$ cat src/rtl/neuron_layer_sequencer.sv
// Time-multiplexes one shared 2-input neuron datapath across NUM_NEURONS logical neurons,
// issuing each neuron's operands in turn and streaming results out in index order.
module neuron_layer_sequencer #(
  parameter int NUM_NEURONS = 4,
  parameter int IDX_W       = 2,
  parameter int DP_LATENCY  = 3
) (
  input  logic                    clk,
  input  logic                    rst,
  input  logic                    cfg_we,
  input  logic [IDX_W-1:0]        cfg_addr,
  input  logic [7:0]              cfg_w1,
  input  logic [7:0]              cfg_w2,
  input  logic [7:0]              cfg_b,
  input  logic                    in_valid,
  output logic                    in_ready,
  input  logic [7:0]              in_x1,
  input  logic [7:0]              in_x2,
  output logic [7:0]              dp_x1,
  output logic [7:0]              dp_x2,
  output logic [7:0]              dp_w1,
  output logic [7:0]              dp_w2,
  output logic [7:0]              dp_b,
  input  logic [15:0]             dp_y,
  output logic                    out_valid,
  input  logic                    out_ready,
  output logic [15:0]             out_y,
  output logic [IDX_W-1:0]        out_idx,
  output logic                    out_last,
  output logic                    busy
);

  localparam int CNT_W = $clog2(DP_LATENCY + 1);
  localparam logic [IDX_W-1:0] LAST_IDX = IDX_W'(NUM_NEURONS - 1);
  localparam logic [CNT_W-1:0] CNT_DONE = CNT_W'(DP_LATENCY);

  typedef enum logic [1:0] {
    IDLE,
    WAIT,
    EMIT
  } state_t;

  state_t           state;
  logic [IDX_W-1:0] idx;
  logic [CNT_W-1:0] cnt;

  logic [7:0] tbl_w1 [NUM_NEURONS];
  logic [7:0] tbl_w2 [NUM_NEURONS];
  logic [7:0] tbl_b  [NUM_NEURONS];

  logic [IDX_W-1:0] next_idx;
  logic             cfg_in_range;

  assign next_idx     = idx + IDX_W'(1);
  assign cfg_in_range = int'(cfg_addr) < NUM_NEURONS;
  assign in_ready     = (state == IDLE);
  assign busy         = (state != IDLE);

  // Table writes land alongside the FSM; operands are copied at issue, so a write to the
  // entry being issued on the same edge only affects later vectors.
  always_ff @(posedge clk) begin
    if (rst) begin
      for (int i = 0; i < NUM_NEURONS; i++) begin
        tbl_w1[i] <= '0;
        tbl_w2[i] <= '0;
        tbl_b[i]  <= '0;
      end
      state     <= IDLE;
      idx       <= '0;
      cnt       <= '0;
      dp_x1     <= '0;
      dp_x2     <= '0;
      dp_w1     <= '0;
      dp_w2     <= '0;
      dp_b      <= '0;
      out_valid <= 1'b0;
      out_y     <= '0;
      out_idx   <= '0;
      out_last  <= 1'b0;
    end else begin
      if (cfg_we && cfg_in_range) begin
        tbl_w1[cfg_addr] <= cfg_w1;
        tbl_w2[cfg_addr] <= cfg_w2;
        tbl_b[cfg_addr]  <= cfg_b;
      end

      case (state)
        IDLE: begin
          if (in_valid) begin
            dp_x1 <= in_x1;
            dp_x2 <= in_x2;
            dp_w1 <= tbl_w1[0];
            dp_w2 <= tbl_w2[0];
            dp_b  <= tbl_b[0];
            idx   <= '0;
            cnt   <= '0;
            state <= WAIT;
          end
        end

        WAIT: begin
          if (cnt == CNT_DONE) begin
            out_y     <= dp_y;
            out_idx   <= idx;
            out_last  <= (idx == LAST_IDX);
            out_valid <= 1'b1;
            state     <= EMIT;
          end else begin
            cnt <= cnt + CNT_W'(1);
          end
        end

        // Result and operands hold until the consumer takes it.
        EMIT: begin
          if (out_ready) begin
            out_valid <= 1'b0;
            if (idx == LAST_IDX) begin
              state <= IDLE;
            end else begin
              idx   <= next_idx;
              dp_w1 <= tbl_w1[next_idx];
              dp_w2 <= tbl_w2[next_idx];
              dp_b  <= tbl_b[next_idx];
              cnt   <= '0;
              state <= WAIT;
            end
          end
        end

        default: state <= IDLE;
      endcase
    end
  end

endmodule

$ cat config.mk
export PLATFORM = sky130hd
export DESIGN_NAME = neuron_layer_sequencer
export DESIGN_NICKNAME = d
export VERILOG_FILES = /design/src/rtl/neuron_layer_sequencer.sv
export SDC_FILE = /design/constraint.sdc
export NUM_CORES = 1
export LEC_CHECK = 0
export CORE_AREA = 5 5 113 115
export CTS_BUF_LIST = sky130_fd_sc_hd__clkbuf_4 sky130_fd_sc_hd__clkbuf_8
export DETAILED_ROUTE_END_ITERATION = 8
export DIE_AREA = 0 0 118 120
export PLACE_DENSITY_LB_ADDON = 0.3
export SYNTH_ARGS = -nofsm -noshare
export SYNTH_HDL_FRONTEND = slang
export SYNTH_SLANG_ARGS = --single-unit
$ cat constraint.sdc
create_clock -name clk -period 5.7 [get_ports clk]
set_input_delay 0.57 -clock clk [delete_from_list [all_inputs] [get_ports clk]]
set_output_delay 0.57 -clock clk [all_outputs]
set_load 0.02 [all_outputs]
==> flow_metrics.env <==
export IMPL_status="finished clean"
export IMPL_grt_pass1_wl_um=24850
export IMPL_startpoint_type="register"
export IMPL_min_delay_path_class="register to register"
export IMPL_synthTopCellsByArea="edfxtp_1 44%, dfxtp_1 20%, and2_1 9.2%, nand2_1 4.2%, mux2_2 4.1%"
export IMPL_fp_dieW_um=118
export IMPL_synth_top_area_share_pct=43.74
export IMPL_cts_clk_slew_worst_paths_ns=0.09
export IMPL_cts_buffers=17
export IMPL_multiInputGateArea_mm2=0.002217
export IMPL_synth_fp_nets=636
export IMPL_skew_ns=0.01199
export IMPL_root_buffer="clkbuf_8"
export IMPL_post_cts_buffers=0
export IMPL_ant_nets=0
export IMPL_rows=40
export IMPL_post_cts_resized=0
export IMPL_boundaryPins=125
export IMPL_antenna_found_initial=0
export IMPL_synth_largest_area_cell="edfxtp_1"
export IMPL_grt_overflow_total=0
export IMPL_syn_inst=571
export IMPL_rsz0062_at_grt="false"
export IMPL_hpwlAfterDp_um=9723
export IMPL_period_share_pct=52.68
export IMPL_firstDrtPassIters=5
export IMPL_routedWlPerCell_um=18.05
export IMPL_grt_total_usage_pct=21.94
export IMPL_area_delta_synth_final_pct=25.29
export IMPL_numPortBuffers=124
export IMPL_gp_congestion=0.8113
export IMPL_grt_pass1_vias=4757
export IMPL_power_density_mw_per_mm2=284.1
export IMPL_finalSetupViolations=0
export IMPL_ys_types=34
export IMPL_fmax_mhz=333.0
export IMPL_drc=0
export IMPL_dieHeight_um=120
export IMPL_synth_warnings=0
export IMPL_design_area_mm2=0.008257
export IMPL_cts_tree="done"
export IMPL_fin_util_pct=70.50
export IMPL_placed_cell_area_mm2=0.007909
export IMPL_synth_seq_cells=162
export IMPL_antenna_cells=0
export IMPL_period_minus_slack_ns=3.003
export IMPL_drt_iter0_drc=232
export IMPL_regArea_mm2=0.004204
export IMPL_highest_layer="met4"
export IMPL_hold_slack_ns=0.4595
export IMPL_arrival_ns=3.37
export IMPL_hold_viol=0
export IMPL_coreArea_mm2=0.01171
export IMPL_crit_required_ns=6.07
export IMPL_met2_wirelength_um=7492
export IMPL_start_util_pct=56.27
export IMPL_syn_avg_cell_area_um2=11.54
export IMPL_drt_total_wl_um=15160
export IMPL_ir_drop_uv=184.0
export IMPL_max_slew_margin_pct=23.87
export IMPL_avgViaCountPerCell=5.563
export IMPL_max_slew_worst_pin_slew_ns=1.142
export IMPL_end_kind="register"
export IMPL_path_class="register to register"
export IMPL_fin_tns_setup_ns=0
export IMPL_fillers=847
export IMPL_drive_above_1_share_pct=10.68
export IMPL_cts_sinks=162
export IMPL_drv_slew=0
export IMPL_clk_path_buf_depth=2
export IMPL_insertion_delay_ns=0.45
export IMPL_cts_hold_buf=0
export IMPL_maxCapViolCount=0
export IMPL_p_leak_nw=2.916
export IMPL_syn_cell_area_mm2=0.006590
export IMPL_nets=745
export IMPL_m1WireLength_um=6400
export IMPL_synth_seq_area_share_pct=63.79
export IMPL_vias=4673
export IMPL_wl_met3_um=1028
export IMPL_grt_max_degree=71
export IMPL_htree_num_levels=4
export IMPL_dieArea_mm2=0.01416
export IMPL_crit_fanout=28
[worst paths after layout]
path / cells after the start / end / start / slack, ns
worst max-delay path: 6 / dp_w1[1]$_SDFFE_PP0P_ / idx[0]$_SDFFE_PP0P_ / 2.70
worst min-delay path: 2 / out_last$_SDFFE_PP0P_ / out_last$_SDFFE_PP0P_ / 0.46
worst max register to register: 6 / dp_w1[1]$_SDFFE_PP0P_ / idx[0]$_SDFFE_PP0P_ / 2.70
worst min register to register: 2 / out_last$_SDFFE_PP0P_ / out_last$_SDFFE_PP0P_ / 0.46
[critical path: stages (launching register included)]
cell and delay, ns:
dfxtp_1 0.39, ha_1 1.09, inv_1 0.13, a21oi_2 0.64
buf_4 0.35, o31ai_1 0.09, nor3_1 0.22
[layer usage]
| metal | GRT usage, % | vias to the layer above |
|---|---|---|
| li1 | - | 2231 |
| met1 | 27.48 | 2243 |
| met2 | 36.74 | 174 |
| met3 | 6.409 | 25 |
| met4 | 7.097 | 0 |
| met5 | 0 | - |
[through the flow]
| stage | worst slack (ns) | cells | power [W] |
|---|---|---|---|
| 2_1_floorplan | 3.648 | 571 | 0.001496 |
| 3_3_place_gp | 2.297 | 808 | 0.001619 |
| 3_5_place_dp | 2.238 | 808 | 0.001630 |
| 4_1_cts | 2.668 | 840 | 0.002358 |
| 5_1_grt | 2.495 | 840 | 0.002444 |
| 6_report | 2.697 | 840 | 0.002346 |
[layout make-up]
class / instances / share of cell area (%)
Sequential cell: 162 / 50.92
Multi-Input combinational cell: 364 / 26.85
Timing Repair Buffer: 131 / 15.61
Clock buffer: 18 / 2.925
Tap cell: 147 / 2.228
Clock inverter: 14 / 1.288
Inverter: 4 / 0.1818
[registers in the layout (all words and copies together), names as in the netlist]
| register | count |
|---|---|
| tbl_b | 32 |
| out_idx | 2 |
| dp_x2 | 8 |
| dp_x1 | 8 |
| idx | 2 |
| tbl_w1 | 32 |
| tbl_w2 | 32 |
| state | 2 |
| dp_b | 8 |
| out_last | 1 |
| out_valid | 1 |
| out_y | 16 |
| cnt | 2 |
| dp_w2 | 8 |
| dp_w1 | 8 |
[cell usage in the layout, fill, tap and decap left out, types with 2 or more instances in the layout]
cell type / count
clkdlybuf4s50_1: 123
and2_1: 97
edfxtp_1: 96
nand2_1: 73
dfxtp_1: 66
a21oi_1: 41
mux2_2: 24
nor3_1: 24
or3_1: 23
o31ai_1: 23
o22ai_1: 23
clkbuf_8: 17
nor2_1: 8
buf_4: 7
clkinvlp_4: 5
inv_1: 4
or2_2: 4
inv_6: 4
nand2b_1: 3
clkinv_4: 3
and3b_1: 2
nand3_1: 2
or2_0: 2
ha_1: 2
clkinv_1: 2
[cell usage after synthesis, drive strengths merged]
cell type and count:
a2111oi 1, a21oi 42, a22oi 1, a31o 1
and2 97, and2b 1, and3b 2, buf 13
clkbuf 28, dfxtp 66, edfxtp 96, ha 2
inv 4, mux2 24, nand2 73, nand2b 3
nand3 3, nand3b 1, nor2 9, nor3 24
nor3b 2, nor4bb 1, o21ai 1, o22ai 23
o31ai 23, or2 6, or3 23, or3b 1
[power by group]
part	leakage (nW)	total [W]	internal, W	switching, W
logic	1.28	0.000260	0.000128	0.000132
registers	1.47	0.00134	0.00132	0.0000277
clock network	0.161	0.000742	0.000309	0.000434
[kinds of logic (layout without fill, tap and decap cells)]
family,count (synthesis),count (layout),share of synthesized area [%]
simple gates,246,246,20.24
flops,162,162,63.79
compound gates,92,92,8.601
buf+inv,45,167,2.886
mux,24,24,4.101
fa+ha+maj,2,2,0.3797
(Power assumes the default switching activity.)
